## config.mk

```make
export PLATFORM = sky130hd
export DESIGN_NAME = mem_access_unit
export DESIGN_NICKNAME = d
export VERILOG_FILES = /design/src/rtl/mem_access_unit.sv
export SDC_FILE = /design/constraint.sdc
export NUM_CORES = 1
export LEC_CHECK = 0
export BUFFER_PORTS_ARGS = -buffer_cell sky130_fd_sc_hd__buf_2
export CAP_MARGIN = 0
export CORE_MARGIN = 1
export CORE_UTILIZATION = 45
export CTS_CLUSTER_DIAMETER = 150
export DETAILED_ROUTE_END_ITERATION = 10
export PLACE_DENSITY = 0.88
export SLEW_MARGIN = 0
export SYNTH_ARGS = -nofsm -noshare
export SYNTH_HDL_FRONTEND = slang
export SYNTH_SLANG_ARGS = --single-unit
export TNS_END_PERCENT = 10
```

## constraint.sdc

```tcl
create_clock -name clk -period 4.2 [get_ports clk]
set_input_delay 0.84 -clock clk [delete_from_list [all_inputs] [get_ports clk]]
set_output_delay 0.84 -clock clk [all_outputs]
set_load 0.01 [all_outputs]
```

## src/rtl/mem_access_unit.sv

```systemverilog
// CPU-side load/store sequencer for a ram256x8: checks alignment, drives the RAM
// for one store cycle or READ_LAT load cycles, then returns one registered response.
module mem_access_unit #(
  parameter int READ_LAT = 1
) (
  input  logic        clk,
  input  logic        reset,
  input  logic        ReqValid,
  output logic        ReqReady,
  input  logic        ReqWrite,
  input  logic [1:0]  ReqSize,
  input  logic        ReqSigned,
  input  logic [7:0]  ReqAddr,
  input  logic [31:0] ReqData,
  output logic        RespValid,
  output logic [31:0] RespData,
  output logic        RespError,
  output logic        Enable,
  output logic        ReadWrite,
  output logic [7:0]  Address,
  output logic [31:0] DataIn,
  output logic [1:0]  Size,
  input  logic [31:0] DataOut
);

  typedef enum logic [1:0] {IDLE, ACCESS, RESP, ERR} stateType;

  stateType    state, nextState;
  logic [1:0]  count;
  logic        latWrite, latSigned;
  logic [1:0]  latSize;
  logic [7:0]  latAddr;
  logic [31:0] latData;

  logic        accept, illegal;
  logic        nextReady, nextEnable, nextReadWrite, nextRespValid, nextRespError;
  logic [7:0]  nextAddress;
  logic [31:0] nextDataIn, nextRespData;
  logic [1:0]  nextSize;

  function automatic logic [31:0] maskData(input logic [31:0] d, input logic [1:0] sz);
    case (sz)
      2'b00:   maskData = {24'b0, d[7:0]};
      2'b01:   maskData = {16'b0, d[15:0]};
      default: maskData = d;
    endcase
  endfunction

  function automatic logic [31:0] extendData(input logic [31:0] d, input logic [1:0] sz,
                                             input logic sgn);
    case (sz)
      2'b00:   extendData = {{24{sgn & d[7]}}, d[7:0]};
      2'b01:   extendData = {{16{sgn & d[15]}}, d[15:0]};
      default: extendData = d;
    endcase
  endfunction

  assign accept  = (state == IDLE) && ReqValid && ReqReady;
  assign illegal = (ReqSize == 2'b11) ||
                   ((ReqSize == 2'b01) && ReqAddr[0]) ||
                   ((ReqSize == 2'b10) && (ReqAddr[1:0] != 2'b00));

  // Outputs are computed one cycle ahead from the next state so every port is a flop;
  // on acceptance the raw request is used because the latches only load on that edge.
  always_comb begin
    nextState     = state;
    nextReady     = 1'b0;
    nextEnable    = 1'b0;
    nextReadWrite = 1'b0;
    nextAddress   = 8'd0;
    nextDataIn    = 32'd0;
    nextSize      = 2'b00;
    nextRespValid = 1'b0;
    nextRespError = 1'b0;
    nextRespData  = 32'd0;
    case (state)
      IDLE: begin
        if (accept) begin
          if (illegal) begin
            nextState     = ERR;
            nextRespValid = 1'b1;
            nextRespError = 1'b1;
          end else begin
            nextState     = ACCESS;
            nextEnable    = 1'b1;
            nextReadWrite = ReqWrite;
            nextAddress   = ReqAddr;
            nextSize      = ReqSize;
            nextDataIn    = ReqWrite ? maskData(ReqData, ReqSize) : 32'd0;
          end
        end else begin
          nextReady = 1'b1;
        end
      end
      ACCESS: begin
        if (latWrite || (count == 2'd0)) begin
          nextState     = RESP;
          nextRespValid = 1'b1;
          nextRespData  = latWrite ? 32'd0 : extendData(DataOut, latSize, latSigned);
        end else begin
          nextEnable    = 1'b1;
          nextReadWrite = latWrite;
          nextAddress   = latAddr;
          nextSize      = latSize;
          nextDataIn    = latWrite ? maskData(latData, latSize) : 32'd0;
        end
      end
      RESP, ERR: begin
        nextState = IDLE;
        nextReady = 1'b1;
      end
      default: nextState = IDLE;
    endcase
  end

  // State, request latches and the load-latency counter.
  always_ff @(posedge clk or posedge reset) begin
    if (reset) begin
      state     <= IDLE;
      count     <= 2'd0;
      latWrite  <= 1'b0;
      latSigned <= 1'b0;
      latSize   <= 2'b00;
      latAddr   <= 8'd0;
      latData   <= 32'd0;
    end else begin
      state <= nextState;
      if (accept) begin
        latWrite  <= ReqWrite;
        latSigned <= ReqSigned;
        latSize   <= ReqSize;
        latAddr   <= ReqAddr;
        latData   <= ReqData;
        count     <= 2'(READ_LAT - 1);
      end else if ((state == ACCESS) && (count != 2'd0)) begin
        count <= count - 2'd1;
      end
    end
  end

  // Registered outputs; reset clears them at once, which also aborts a RAM access.
  always_ff @(posedge clk or posedge reset) begin
    if (reset) begin
      ReqReady  <= 1'b0;
      Enable    <= 1'b0;
      ReadWrite <= 1'b0;
      Address   <= 8'd0;
      DataIn    <= 32'd0;
      Size      <= 2'b00;
      RespValid <= 1'b0;
      RespError <= 1'b0;
      RespData  <= 32'd0;
    end else begin
      ReqReady  <= nextReady;
      Enable    <= nextEnable;
      ReadWrite <= nextReadWrite;
      Address   <= nextAddress;
      DataIn    <= nextDataIn;
      Size      <= nextSize;
      RespValid <= nextRespValid;
      RespError <= nextRespError;
      RespData  <= nextRespData;
    end
  end

endmodule
```

==> impl_metrics.yaml <==
pwr:
  intPower_mw: 1.57
  peakVddDrop_mv: 0.250
  power_frac_comb: 0.245
  clkPwrFrac: 0.253
  power.switching_mw: 0.749
  swShare: 0.323
  p_seq_frac: 0.502
  power_mw: 2.31
  leakagePower_nw: 2.59
  power_per_cell_area_nw_per_um2: 521
timing:
  skew_ns: 0.00950
  hold_violations: 0
  clock.fmax_ghz: 0.446
  slew_viol_final: 0
  timing.final.crit_period_ns: 2.24
  grt_setup_unrepaired: "false"
  finalSetupTns_ns: 0
  holdWs_ns: 0.482
  maxSlewHeadroom: 0.256
  fin_crit_sh: 0.534
  setup_viol: 0
  worst_pin_slew_ns: 1.12
grt:
  grt_pass1_vias: 2559
  grt_usage: 0.194
  grt_max_degree: 96
  grt_pass1_wl_um: 12200
  grt_overflow: 0
  antenna_found_initial: 0
cts:
  clk_path_buf_depth: 2
  post-cts-setup-buffers: 0
  clkSinkCount: 95
  cts.root.buffer_cell: "clkbuf_8"
  cts_hold_buf: 0
  clkLatencyLatePin_ns: 0.34
  cts_max_level: 3
  cts.clk_slew.worst_paths_ns: 0.09
  cts-resized-gates: 0
  cts_tree: "built"
  cts_buffers: 9
synth:
  synth_edf_count: 0
  syn_nets: 367
  seq_area_frac_synth: 0.686
  synth_ff_type: "dfrtp_1"
  synthCells: 287
  synthesis.area_um2: 3470
  avgSynthCellArea_um2: 12.1
  synth-seq-cells: 95
  yosys_warnings: 0
  synth_cell_types: 35
  synth-async-reset-ratio: 1.00
floorplanning:
  num_rows: 31
  io_pins: 158
  initial_core_util: 0.473
  die_w_um: 89.8
  dieArea_um2: 8060
  die_h_um: 89.8
  core-area_um2: 7330
flow_run:
  cap_violations: 0
route:
  drt_wl_total_um: 7400
  firstDrtPassIters: 4
  ant_nets: 0
  via_per_inst: 4.84
  drtIter0Drc: 129
  wire_per_inst_um: 13.8
  route.detailed.drc: 0
  vias: 2590
worst_setup_path:
  cp_data_required_time_ns: 4.49
  crit_fanout: 33
  worstSetupEndpointType: "register"
  worstSetupPathType: "in -> reg"
  ff2ff_setup_slack_ns: 1.99
  worst_setup_path_start_kind: "input pin"
  arrival_ns: 2.53
placement:
  portBuffers: 157
  place_area_um2: 4250
  place_congestion: 0.763
  place_hpwl_um: 5230
run_status:
  status: "completed"
final_layout:
  fillers: 644
  antennaDiodeCount: 0
  register_area_um2: 2380
  fin_nets: 511
  utilization: 0.606
  multi_input_area_um2: 948
  final_area_um2: 4440
  area_growth_pct: 28.2
  drive_gt1_frac: 0.429
min_path:
  hp-class: "reg -> reg"
==> power groups by stage <==
| stage | Clock [mW] | Combinational [mW] | Sequential [mW] |
|---|---|---|---|
| floorplan | 0 | 0.402 | 1.18 |
| global placement | 0 | 0.550 | 1.17 |
| detailed placement | 0 | 0.571 | 1.18 |
| CTS | 0.608 | 0.575 | 1.16 |
| global route | 0.650 | 0.643 | 1.18 |
| finish | 0.585 | 0.567 | 1.16 |
==> worst max-delay path: stages <==
cell and delay, ns:
buf_2 0.08, and4bb_1 0.84, o311a_4 0.54, and3_2 0.22
==> metrics by stage <==
stage,instances,setup slack (ns)
finish,535,1.96
global route,535,1.79
CTS,535,1.99
detailed placement,519,1.61
global placement,519,1.70
floorplan,287,0.883
==> cells in the mapped netlist, drive strengths merged (2+ instances only) <==
cell | count | area share
a21oi | 24 | 0.035
a32o | 10 | 0.029
and2 | 16 | 0.029
and3 | 24 | 0.045
and4bb | 2 | 0.0072
buf | 19 | 0.033
clkbuf | 5 | 0.0054
dfrtp | 95 | 0.69
inv | 3 | 0.0032
nand2 | 60 | 0.065
nor2 | 6 | 0.0072
nor3b | 3 | 0.0065
o21ai | 4 | 0.0069
or2 | 3 | 0.0054
==> sequential cells by signal, indices dropped and copies added, names as in the netlist <==
name	flops
DataIn	32
RespData	32
Address	8
latAddr	8
Size	2
count	2
latSize	2
state	2
Enable	1
ReadWrite	1
ReqReady	1
RespError	1
RespValid	1
latSigned	1
latWrite	1
==> cell usage in the layout (no fill, tap or decap), drive strengths merged <==
cell type | Yosys | final
a21o | 1 | 1
a211oi | 1 | 1
xnor2 | 1 | 1
and2 | 16 | 16
and2b | 1 | 1
nor2 | 6 | 6
and4bb | 2 | 2
and3 | 24 | 24
o311a | 1 | 1
nand2b | 1 | 1
inv | 3 | 5
nor3b | 3 | 3
dfrtp | 95 | 95
clkinv | 0 | 1
ha | 1 | 1
clkbuf | 5 | 10
or3b | 1 | 1
or2 | 3 | 3
nor3 | 1 | 1
nand3b | 1 | 1
buf | 19 | 157
o21ai | 4 | 4
a21oi | 24 | 24
clkinvlp | 0 | 2
nand4bb | 1 | 1
a32o | 10 | 10
mux2 | 1 | 1
bufinv | 0 | 1
or3 | 1 | 1
nand2 | 60 | 60
==> per-layer routing <==
metal / wire (um) / up-vias / GRT usage
met3: 431 / 9 / 0.0499
met2: 3910 / 103 / 0.344
li1: - / 1231 / -
met1: 2930 / 1247 / 0.227
met5: 0 / - / 0
met4: 128 / 0 / 0.0738
==> cell families after synthesis <==
kind of cell | Yosys count | synth area share
simple gates | 121 | 0.182
flops | 95 | 0.686
compound gates | 41 | 0.0812
buf+inv | 27 | 0.0419
xor+xnor | 1 | 0.00253
mux | 1 | 0.00325
fa+ha+maj | 1 | 0.00361
==> final cells by class <==
class | count | share of cell area
sequential | 95 | 0.535
timing repair buffer | 157 | 0.177
tap | 99 | 0.0279
clock buffer | 10 | 0.0287
inverter | 3 | 0.00310
clock inverter | 6 | 0.0152
multi-input combinational | 165 | 0.213
==> path summary, 6_finish.rpt <==
kind,from,cells after the start,end
setup / recovery,ReqValid,4,DataIn[23]
hold / removal,latSigned,2,latSigned
setup reg to reg,state[1],3,DataIn[23]
hold reg to reg,latSigned,2,latSigned
max in group asynchronous,reset,2,RespData[15]
min in group asynchronous,reset,2,DataIn[1]
Note: power is estimated with default switching activity, not from simulation.
